`config.mk`:
```
export PLATFORM = sky130hd
export DESIGN_NAME = debug_dump_sequencer
export DESIGN_NICKNAME = d
export VERILOG_FILES = /design/src/rtl/debug_dump_sequencer.sv
export SDC_FILE = /design/constraint.sdc
export NUM_CORES = 1
export LEC_CHECK = 0
export ABC_AREA = 1
export CORE_UTILIZATION = 35
export DETAILED_ROUTE_END_ITERATION = 8
export PLACE_DENSITY = 0.81
export SKIP_CTS_REPAIR_TIMING = 1
export SLEW_MARGIN = 20
export SYNTH_ARGS = -nofsm -noshare
export SYNTH_HDL_FRONTEND = slang
export SYNTH_SLANG_ARGS = --single-unit
export TNS_END_PERCENT = 20
```
`constraint.sdc`:
```
create_clock -name i_clock -period 2.25 [get_ports i_clock]
set_clock_uncertainty 0.15 [all_clocks]
set_input_delay 0.5625 -clock i_clock [delete_from_list [all_inputs] [get_ports i_clock]]
set_output_delay 0.5625 -clock i_clock [all_outputs]
set_load 0.02 [all_outputs]
```
`src/rtl/debug_dump_sequencer.sv`:
```
// debug_dump_sequencer: streams PC, registers and (with DEBUG_DUMP_MEM_EN) data memory over 32-bit UART
module debug_dump_sequencer #(
    parameter int NB_DATA        = 32,
    parameter int NB_REG_ADDRESS = 5,
    parameter int NB_MEM_ADDRESS = 7,
    parameter int N_REGS         = 32,
    parameter int N_MEM_WORDS    = 32
) (
    input  logic                      i_clock,
    input  logic                      i_reset,
    input  logic                      i_start,
    input  logic                      i_abort,
    input  logic [NB_DATA-1:0]        i_debug_read_pc,
    input  logic [NB_DATA-1:0]        i_debug_read_reg,
    input  logic [NB_DATA-1:0]        i_debug_read_mem,
    input  logic                      i_uart_tx_done,
    output logic [NB_REG_ADDRESS-1:0] o_debug_read_reg_address,
    output logic [NB_MEM_ADDRESS-1:0] o_debug_read_mem_address,
    output logic [NB_DATA-1:0]        o_uart_data_to_send,
    output logic                      o_uart_enable_send_data,
    output logic                      o_busy,
    output logic                      o_done
);
    typedef enum logic [2:0] {S_IDLE, S_LOAD_ADDR, S_CAPTURE, S_SEND, S_WAIT_TX, S_DONE} state_t;
    typedef enum logic [1:0] {P_PC, P_REG, P_MEM} phase_t;
    state_t                    r_state, w_next;
    phase_t                    r_phase;
    logic [NB_REG_ADDRESS-1:0] r_reg_addr;
    logic [NB_DATA-1:0]        r_data;
    logic [NB_DATA-1:0]        w_word;
    logic                      w_abort, w_adv, w_last, w_reg_end;
    assign w_abort   = i_abort && r_state != S_IDLE;
    assign w_adv     = r_state == S_WAIT_TX && i_uart_tx_done && !i_abort;
    assign w_reg_end = r_phase == P_REG && r_reg_addr == NB_REG_ADDRESS'(N_REGS - 1);
`ifdef DEBUG_DUMP_MEM_EN
    logic [NB_MEM_ADDRESS-1:0] r_mem_addr;
    assign w_last = r_phase == P_MEM && r_mem_addr == NB_MEM_ADDRESS'(N_MEM_WORDS - 1);
    assign w_word = r_phase == P_PC ? i_debug_read_pc : r_phase == P_REG ? i_debug_read_reg : i_debug_read_mem;
    assign o_debug_read_mem_address = r_mem_addr;
    always_ff @(posedge i_clock) begin
        if (i_reset || w_abort || (r_state == S_IDLE && i_start))
            r_mem_addr <= '0;
        else if (w_adv && !w_last && r_phase == P_MEM)
            r_mem_addr <= r_mem_addr + NB_MEM_ADDRESS'(1);
    end
`else
    logic w_unused_mem;
    assign w_unused_mem = ^i_debug_read_mem;
    assign w_last = w_reg_end;
    assign w_word = r_phase == P_PC ? i_debug_read_pc : i_debug_read_reg;
    assign o_debug_read_mem_address = '0;
`endif
    always_ff @(posedge i_clock) begin
        r_state <= i_reset ? S_IDLE : w_next;
    end
    always_comb begin
        w_next                  = r_state;
        o_busy                  = r_state != S_IDLE;
        o_done                  = r_state == S_DONE;
        o_uart_enable_send_data = r_state == S_SEND;
        case (r_state)
            S_IDLE:      w_next = i_start ? S_LOAD_ADDR : S_IDLE;
            S_LOAD_ADDR: w_next = S_CAPTURE;
            S_CAPTURE:   w_next = S_SEND;
            S_SEND:      w_next = S_WAIT_TX;
            S_WAIT_TX:   w_next = i_uart_tx_done ? (w_last ? S_DONE : S_LOAD_ADDR) : S_WAIT_TX;
            S_DONE:      w_next = S_IDLE;
            default:     w_next = S_IDLE;
        endcase
        if (w_abort)
            w_next = S_IDLE;
    end
    always_ff @(posedge i_clock) begin
        if (i_reset || w_abort) begin
            r_phase    <= P_PC;
            r_reg_addr <= '0;
            r_data     <= '0;
        end else begin
            if (r_state == S_IDLE && i_start) begin
                r_phase    <= P_PC;
                r_reg_addr <= '0;
            end
            if (r_state == S_CAPTURE)
                r_data <= w_word;
            if (w_adv && !w_last) begin
                if (r_phase == P_PC)
                    r_phase <= P_REG;
                else if (w_reg_end)
                    r_phase <= P_MEM;
                else if (r_phase == P_REG)
                    r_reg_addr <= r_reg_addr + NB_REG_ADDRESS'(1);
            end
        end
    end
    assign o_debug_read_reg_address = r_reg_addr;
    assign o_uart_data_to_send      = r_data;
endmodule
```
==> results by group <==
Route
  – Antenna Nets Post-Route: 0
  – Number of vias per cell: 4.71
  – Starting DRT DRC Count: 107
  – WL/cell: 11.7 um
  – 1st-pass router iterations: 4
  – Vias: 2255
  – Residual DRC: 0
  – Final WL: 5590 um

Logic synthesis
  – Distinct cells, synth: 27
  – Synth top area cells: dfxtp_1, nor2_1, nand2_1
  – Cell area after synthesis: 2070 um^2
  – Multiplexer share of the synthesized area: 0%
  – Main combinational cell family by area after synthesis: simple AND/OR/NAND/NOR gates
  – Post-synth top area share: 40.6%
  – Post-Synth Adder-Cell Area: 1.21%
  – Syn Inst Count: 302
  – Mean Syn Cell Area: 6.86 um^2
  – Warnings, synthesis: 0
  – Synth Area in Compound Gates: 18.3%
  – Xor/xnor share of the synthesized area: 0%
  – Sequential-to-total area share from yosys stat: 40.6%
  – Dominant cell type by area after synthesis: dfxtp_1
  – Synth Area in Simple Gates: 29.8%
  – Flops & latches, synth: 42

Clock network
  – CTS tree: done
  – CTS max path bufs: 2
  – Worst skew pair latency: 290 ps
  – Max H-tree Level: 2
  – Clock Pin Slew Worst Setup and Hold Paths: 80 ps
  – Root Buffer: clkbuf_8
  – Clock sinks: 42
  – Cts bufs inserted: 5

Final layout
  – Share of layout cells above drive strength 1: 6.39%
  – Util after Layout: 58.3%
  – Most frequent cells in the layout: clkdlybuf4s50_1, nor2_1, nand2_1
  – Commonest non-fill, non-tap cell in the layout: clkdlybuf4s50_1
  – Antenna cells: 0
  – Synth-to-layout area growth: 57.9%
  – Non-Filler Instances: 479
  – Layout Nets: 509

Floorplan
  – Initial Utilization: 36.9%
  – I/O pin count: 148
  – Die Ht: 78.9 um
  – Core Rows: 27
  – CORE AREA: 5610 um^2
  – Die W: 78.9 um
  – Die footprint: 6230 um^2

STA
  – Max Fclk: 0.481 GHz
  – Hold Violations, Final: 0
  – RSZ-0062 raised after global routing: no
  – Final WS setup: 170 ps
  – Minimum clock period: 2080 ps
  – Final period util: 92.5%
  – Fin. max-slew vios: 0
  – Setup TNS: 0 ps
  – Final setup viols: 0

Global route
  – Total global-route track usage: 18.0%
  – Vias in the first global route: 2111
  – Largest net degree at the start of global routing: 38
  – Initial antenna violation count: 0
  – Congestion Overflow GR: 0
  – First-pass GRT wire length: 8930 um

Worst setup path
  – CP required: 1540 ps
  – WP buf/inv: 1
  – CP max stage delay: 640 ps
  – Reg2Reg Depth: 11
  – CP Max Fanout: 6
  – Arrival @ worst endpoint: 1370 ps
  – CP Launch Type: register
  – Max stage delay cell, worst path: clkdlybuf4s50_1
  – Critical-path cell list: clkdlybuf4s50_1
  – Worst setup EP type: primary output
  – WS Path Type: reg2out
  – Top delay family on crit path: buffers and inverters
  – Crit. path cell count: 1

Run
  – Total of max-cap violations: 0

Placed design
  – Hpwl dp: 3900 um
  – Cells after DPL: 471
  – Pre-CTS WS: 234 ps
  – Routability cong.: 0.789
  – Port Buffer Count: 108

Power
  – Max rail drop VDD: 0.313 mV
  – PnR Total Power: 1910 uW
  – Leakage: 0.00132 uW
  – Power Dens Cells: 583 nW/um^2

Status
  – Status: complete, no violations

Min path
  – Worst hold path class: reg2reg
  – Hold Crit Depth: 2
where the power goes:
part | internal [uW] | total (uW) | leakage, uW | switching (uW)
sequential | 789 | 816 | 0.000340 | 27.6
clock | 327 | 588 | 0.0000579 | 261
combinational | 250 | 501 | 0.000918 | 251
synth_stat cells:
master    number
nand4_1        1
buf_4          8
dfxtp_1       42
o21ai_0       27
nand2_1       57
buf_2          6
or2_2          1
inv_2          1
nand3_1       10
a31oi_1        1
inv_4          1
nand3b_1       1
a21oi_4        1
inv_1          9
nor2_1        78
nor2_2         1
nor2_4         2
conb_1         1
clkbuf_1       4
buf_6          5
o21ai_1        5
a21oi_2        3
ha_1           2
nand2_2        1
a21oi_1       31
a21boi_0       2
nor3_1         1
final timing paths:
| kind | startpoint | end | slack (ps) |
|---|---|---|---|
| worst max-delay path | o_debug_read_reg_address[0] | o_debug_read_reg_address[0] | 170 |
| worst min-delay path | o_uart_data_to_send[11] | o_uart_data_to_send[11] | 310 |
| worst max register to register | o_debug_read_reg_address[0] | o_debug_read_reg_address[1] | 470 |
| worst min register to register | o_uart_data_to_send[11] | o_uart_data_to_send[11] | 310 |
flip-flops by register name, summed over array words and instances, names as in the netlist:
name	flops
r_phase	2
r_state	3
o_uart_data_to_send	32
o_debug_read_reg_address	5
layer usage:
layer	global-route usage (%)	vias to the layer above	wire length [um]
met5	0	-	0
met4	5.45	0	59
met3	5.52	8	495
met2	33.0	90	2660
met1	19.7	995	2380
li1	-	1162	-
through the flow:
stage          hold WS (ps)  cell area [um^2]
2_1_floorplan           312              2090
3_3_place_gp            302              3150
3_5_place_dp            305              3150
4_1_cts                 318              3260
5_1_grt                 330              3270
6_report                315              3270
cell type report:
class / count / area (um^2)
clock buffers: 5 / 68.8
clock inverters: 3 / 40.0
fillers: 535 / 2340
inverters: 11 / 43.8
multi-input cells: 232 / 1050
flip-flops and latches: 42 / 841
well taps: 72 / 90.1
repair buffers: 114 / 1130
cell families after synthesis:
family | Yosys count
AOI/OAI and AO/OA | 70
adders and majority gates | 2
buffers and inverters | 34
DFF | 42
other | 1
and+or+nand+nor | 153
No activity file was read; power rests on OpenSTA's default activity.
==> variant 1: new RTL, same settings <==
The 6 states of `state_t` get a Gray code encoding in 3 bits.
--- a/src/rtl/debug_dump_sequencer.sv
+++ b/src/rtl/debug_dump_sequencer.sv
@@ -21,7 +21,7 @@
     output logic                      o_busy,
     output logic                      o_done
 );
-    typedef enum logic [2:0] {S_IDLE, S_LOAD_ADDR, S_CAPTURE, S_SEND, S_WAIT_TX, S_DONE} state_t;
+    typedef enum logic [2:0] {S_IDLE = 3'b000, S_LOAD_ADDR = 3'b001, S_CAPTURE = 3'b011, S_SEND = 3'b010, S_WAIT_TX = 3'b110, S_DONE = 3'b111} state_t;
     typedef enum logic [1:0] {P_PC, P_REG, P_MEM} phase_t;
     state_t                    r_state, w_next;
     phase_t                    r_phase;
Check against the original RTL: same outputs for any inputs over 10 cycles, from zero or initial values; not proved beyond that.
==> variant 1 against the original RTL <==
- routed wire length is essentially flat
- area after synthesis grew 2.9%
- sequential cell count unchanged
- die area increased by 2.8%
- register-to-register slack improved by 0.10 ns
- design area up 1.9%
- total power is 10% lower
- combinational power fell by 26%
- maximum frequency grew 0.49%
- worst setup slack better by 0.010 ns
- critical path depth did not move
- critical path type unchanged
- critical endpoint is now o_debug_read_reg_address[2]
==> variant 1: results (changes against the original RTL) <==
Synth Area in Adders=1.17% (-0.034 points); top_reg_cell synth=dfxtp_1; GPL Wtd Cong=0.743 (-5.7%); FF+latch area=842 sq um (+0.15%); Clock transition at path regs=0.08 ns (about the same); post-DP HPWL=3.99 mm (+2.2%); Synth Area in Compound Gates=18.3% (-0.046 points); Mapped Avg Cell Area=6.96 sq um (+1.6%); largest net degree at the start of global routing=49 (+29%); leakage dissipation=1.31 nW (-0.11%); fin nets=511 (+0.39%); dpl cell area=0.00321 sq mm (+1.9%); Worst path max stage delay=0.64 ns (about the same); cell family with most CP delay=buffers and inverters; Total GRT Usage=17.9% (-0.083 points); Critical R2R Capture=r_state[1]; FFs w/ async S/R, synth=0% (unchanged); vias in the first global route=1,983 (-6.1%); synth unique cells=25 (-7.4%); Worst VDD drop=0.259 mV (-17%); Inserted Diodes=0 (unchanged); met1 usage=21.8% (+2.1 points); fraction of layout cells with a size suffix above 1=8.56% (+2.2 points); most frequent cells after synthesis=81 x nor2_1, 59 x nand2_1, 42 x dfxtp_1, 29 x o21ai_1, 25 x a21oi_1; GRT met3 Usage=4.11% (-1.4 points); r2r setup slk=0.57 ns (+0.10 ns); number of flip-flops in the largest register=32 (unchanged); # fillers=528 (-1.3%); Worst Hold Path EP=o_uart_data_to_send[7]; Final Instance Count excl. Fillers=484 (+1.0%); Place WS=0.250 ns (+0.0154 ns); Ys Warns=0 (unchanged); hold path start=o_uart_data_to_send[7]; Pre-antenna DRT Iters=4 (unchanged); grt met2 use=30.4% (-2.5 points); DR iter-0 viols=82 (-23%); Crit Path Max Fanout=5 (-1); root buf cell=clkbuf_8; Clk Latency, worst-skew pair=0.29 ns (about the same); Area contributors post-synth=dfxtp_1 39%, nor2_1 14%, nand2_1 10%; WL/cell=11.5 um (-1.1%); Hold Slack=0.314 ns (-0.000634 ns); H-tree depth=2 (unchanged); r2r worst-path depth=8 (-3); Data arrival, critical path=1.36 ns; Synth Area in XOR/XNOR=0.411% (+0.41 points); Seq/Total Area, Yosys=39.5% (-1.1 points); first-pass GRT wire length=9.05 mm (+1.3%); Vias=2,205 (-2.2%); PortBufs=108 (unchanged); worst r2r src=o_debug_read_reg_address[0]; status=complete, no violations
-- variant 1: changes by cell type after synthesis, moves of 3 or more --
cell      delta
nand3_1      -7
inv_2        +4
a21oi_2      +7
nor2_1       +3
o21ai_1     +24
a21oi_1      -6
clkbuf_1     -4
o21ai_0     -22
-- variant 1: how the worst max path moves through the flow --
stage	from	end	slack, ns	depth (start not counted)
3_3_place_gp	r_state[0]	o_done	0.22	3
3_5_place_dp	r_state[0]	o_uart_enable_send_data	0.25	4
5_1_grt	o_debug_read_reg_address[2]	o_debug_read_reg_address[2]	0.12	1
6_report	o_debug_read_reg_address[2]	o_debug_read_reg_address[2]	0.18	1
2_1_floorplan	r_state[0]	o_done	0.57	2
4_1_cts	r_state[0]	o_done	-0.1	3
-- variant 1: layout make-up --
class | count | area share, %
multi-input cells | 232 | 32.6
clock buffers | 8 | 3.31
repair buffers | 112 | 34.3
flip-flops and latches | 42 | 25.3
inverters | 15 | 1.69
well taps | 75 | 2.82
-- variant 1: logic make-up after synthesis --
family,Yosys count
simple gates,152
compound gates,70
flops,42
buf+inv,38
fa+ha+maj,2
xor+xnor,1
other cells,1
-- variant 1: routing by layer --
metal | share of wire (%) | wire (um)
met5 | 0 | 0
met4 | 1.7 | 96
met3 | 6.7 | 377
met2 | 47 | 2650
met1 | 44 | 2460
-- variant 1: power breakdown --
part           leakage, nW  internal, W  total (W)  switching (W)
clock               0.0575     0.000310   0.000557       0.000247
sequential           0.339     0.000766   0.000786      0.0000196
combinational        0.918     0.000194   0.000372       0.000178
==> variant 2: new RTL, same settings <==
Without the edit above. The parameter `NB_DATA` goes from 32 to 16.
--- a/src/rtl/debug_dump_sequencer.sv
+++ b/src/rtl/debug_dump_sequencer.sv
@@ -1,6 +1,6 @@
 // debug_dump_sequencer: streams PC, registers and (with DEBUG_DUMP_MEM_EN) data memory over 32-bit UART
 module debug_dump_sequencer #(
-    parameter int NB_DATA        = 32,
+    parameter int NB_DATA        = 16,
     parameter int NB_REG_ADDRESS = 5,
     parameter int NB_MEM_ADDRESS = 7,
     parameter int N_REGS         = 32,
Interface: changed (resized i_debug_read_mem, i_debug_read_pc, i_debug_read_reg and o_uart_data_to_send); port bits go from 148 to 84. No check against the original RTL was run, so the function may have changed too.
==> variant 2 against the original RTL <==
- the flow now finishes with violations (DRC)
- area after synthesis shrank 36%
- design area decreased by 38%
- largest power group unchanged
- critical path type unchanged
- critical endpoint is now o_debug_read_reg_address[2]
- total power down 38%
- worst setup slack better by 0.053 ns
- sequential cell count fell by 16
- register-to-register slack worse by 0.03 ns
- routed wire length decreased by 45%
==> variant 2: results (changes against the original RTL) <==
status=complete, but fails checks; violated checks=DRC; number of flip-flops in the largest register=16 (-50%); r2r setup slk=0.44 ns (-0.03 ns); Hold Slack=0.317 ns (+0.00217 ns); Seq/Total Area, Yosys=39.0% (-1.6 points); Total GRT Usage=16.5% (-1.5 points); synth unique cells=22 (-19%); vias per cell=4.56 (-3.1%); combinational share of power=24.9% (-1.4 points); vias in the first global route=1,287 (-39%); CP startpoint=o_debug_read_reg_address[2]; fin nets=310 (-39%); # DRC=1 (+1); Worst VDD drop=0.223 mV (-29%); Mapped Avg Cell Area=6.80 sq um (-0.75%); Crit Path Max Fanout=5 (-1); Critical R2R Capture=o_debug_read_reg_address[1]; top_reg_cell synth=dfxtp_1; Worst Hold Path EP=o_uart_data_to_send[14]; PortBufs=60 (-44%); final setup margin=0.222 ns (+0.0527 ns); hold path start=o_uart_data_to_send[14]; clock network power=0.000387 W (-34%); Clk Latency, worst-skew pair=0.27 ns (-0.02 ns); H-tree depth=1 (-1); Comb. pwr=0.000296 W (-41%); reported net switching power=0.000317 W (-41%); routed wire length=3.09 mm (-45%); # fillers=354 (-34%); CTS buffer count=3 (-2); crit path to=o_debug_read_reg_address[2]; leakage dissipation=0.863 nW (-34%); fraction of layout cells with a size suffix above 1=5.51% (-0.88 points); largest net degree at the start of global routing=21 (-45%); Data arrival, critical path=1.32 ns (-0.05 ns); placed cells=298 (-37%); first-pass GRT wire length=5.38 mm (-40%); WL/cell=10.2 um (-12%); GPL Wtd Cong=0.783 (-0.74%); Pre-antenna DRT Iters=8 (+4); most frequent cells after synthesis=48 x nor2_1, 42 x nand2_1, 26 x dfxtp_1, 18 x a21oi_1, 10 x o21ai_0; post-DP HPWL=2.28 mm (-42%); r2r worst-path depth=10 (-1); DR iter-0 viols=62 (-42%)
==> variant 2: cell count changes after synthesis, sizes merged <==
cell and change:
nor2 -30, a21oi -17, dfxtp -16, o21ai -16
nand2 -15, buf -5, clkbuf -4, nand3 -2
nand4 -1, or2 -1, xor2 +1
==> variant 2: logic make-up (layout without fill, tap and decap cells) <==
kind of cell	after synthesis	count (layout)	synth area share (%)
AND/OR/NAND/NOR	104	104	33.0
buffers and inverters	25	77	10.8
flip-flops	26	26	39.0
XOR/XNOR	1	1	0.657
AO/OA/AOI/OAI	37	37	14.4
other	1	7	0.281
adder cells (fa/ha/maj)	2	2	1.88
==> variant 2: cell type report <==
cell class              instances  area [sq um]  share of cell area, %
multi-input cells             151           692                   34.2
inverters                      11          41.3                   2.04
clock inverters                 1          30.0                   1.49
clock buffers                   3          41.3                   2.04
repair buffers                 62           636                   31.5
flip-flops and latches         26           520                   25.8
well taps                      48          60.1                   2.97
==> variant 2: worst register-to-register path: cells and delay by family, from the launching register on <==
kind | cells | cell delay [ns]
and+or+nand+nor | 8 | 0.77
DFF | 1 | 0.36
adders and majority gates | 2 | 0.43
==> variant 2: layer usage <==
layer / global-route usage [%] / up-vias / routed length (um) / share of wire, %
met5: 0 / - / 0 / 0
met1: 19.6 / 600 / 1360 / 44
met2: 28.6 / 44 / 1500 / 49
met3: 2.86 / 6 / 160 / 5.2
li1: - / 727 / - / -
met4: 7.39 / 0 / 61 / 2.0
==> variant 2: stage by stage <==
step | util (%) | cell area, sq um
after global routing | 55.2 | 2020
after detailed placement | 53.0 | 1940
after CTS | 55.0 | 2010
after floorplan | - | 1360
final | 55.2 | 2020
after global placement | 53.0 | 1940
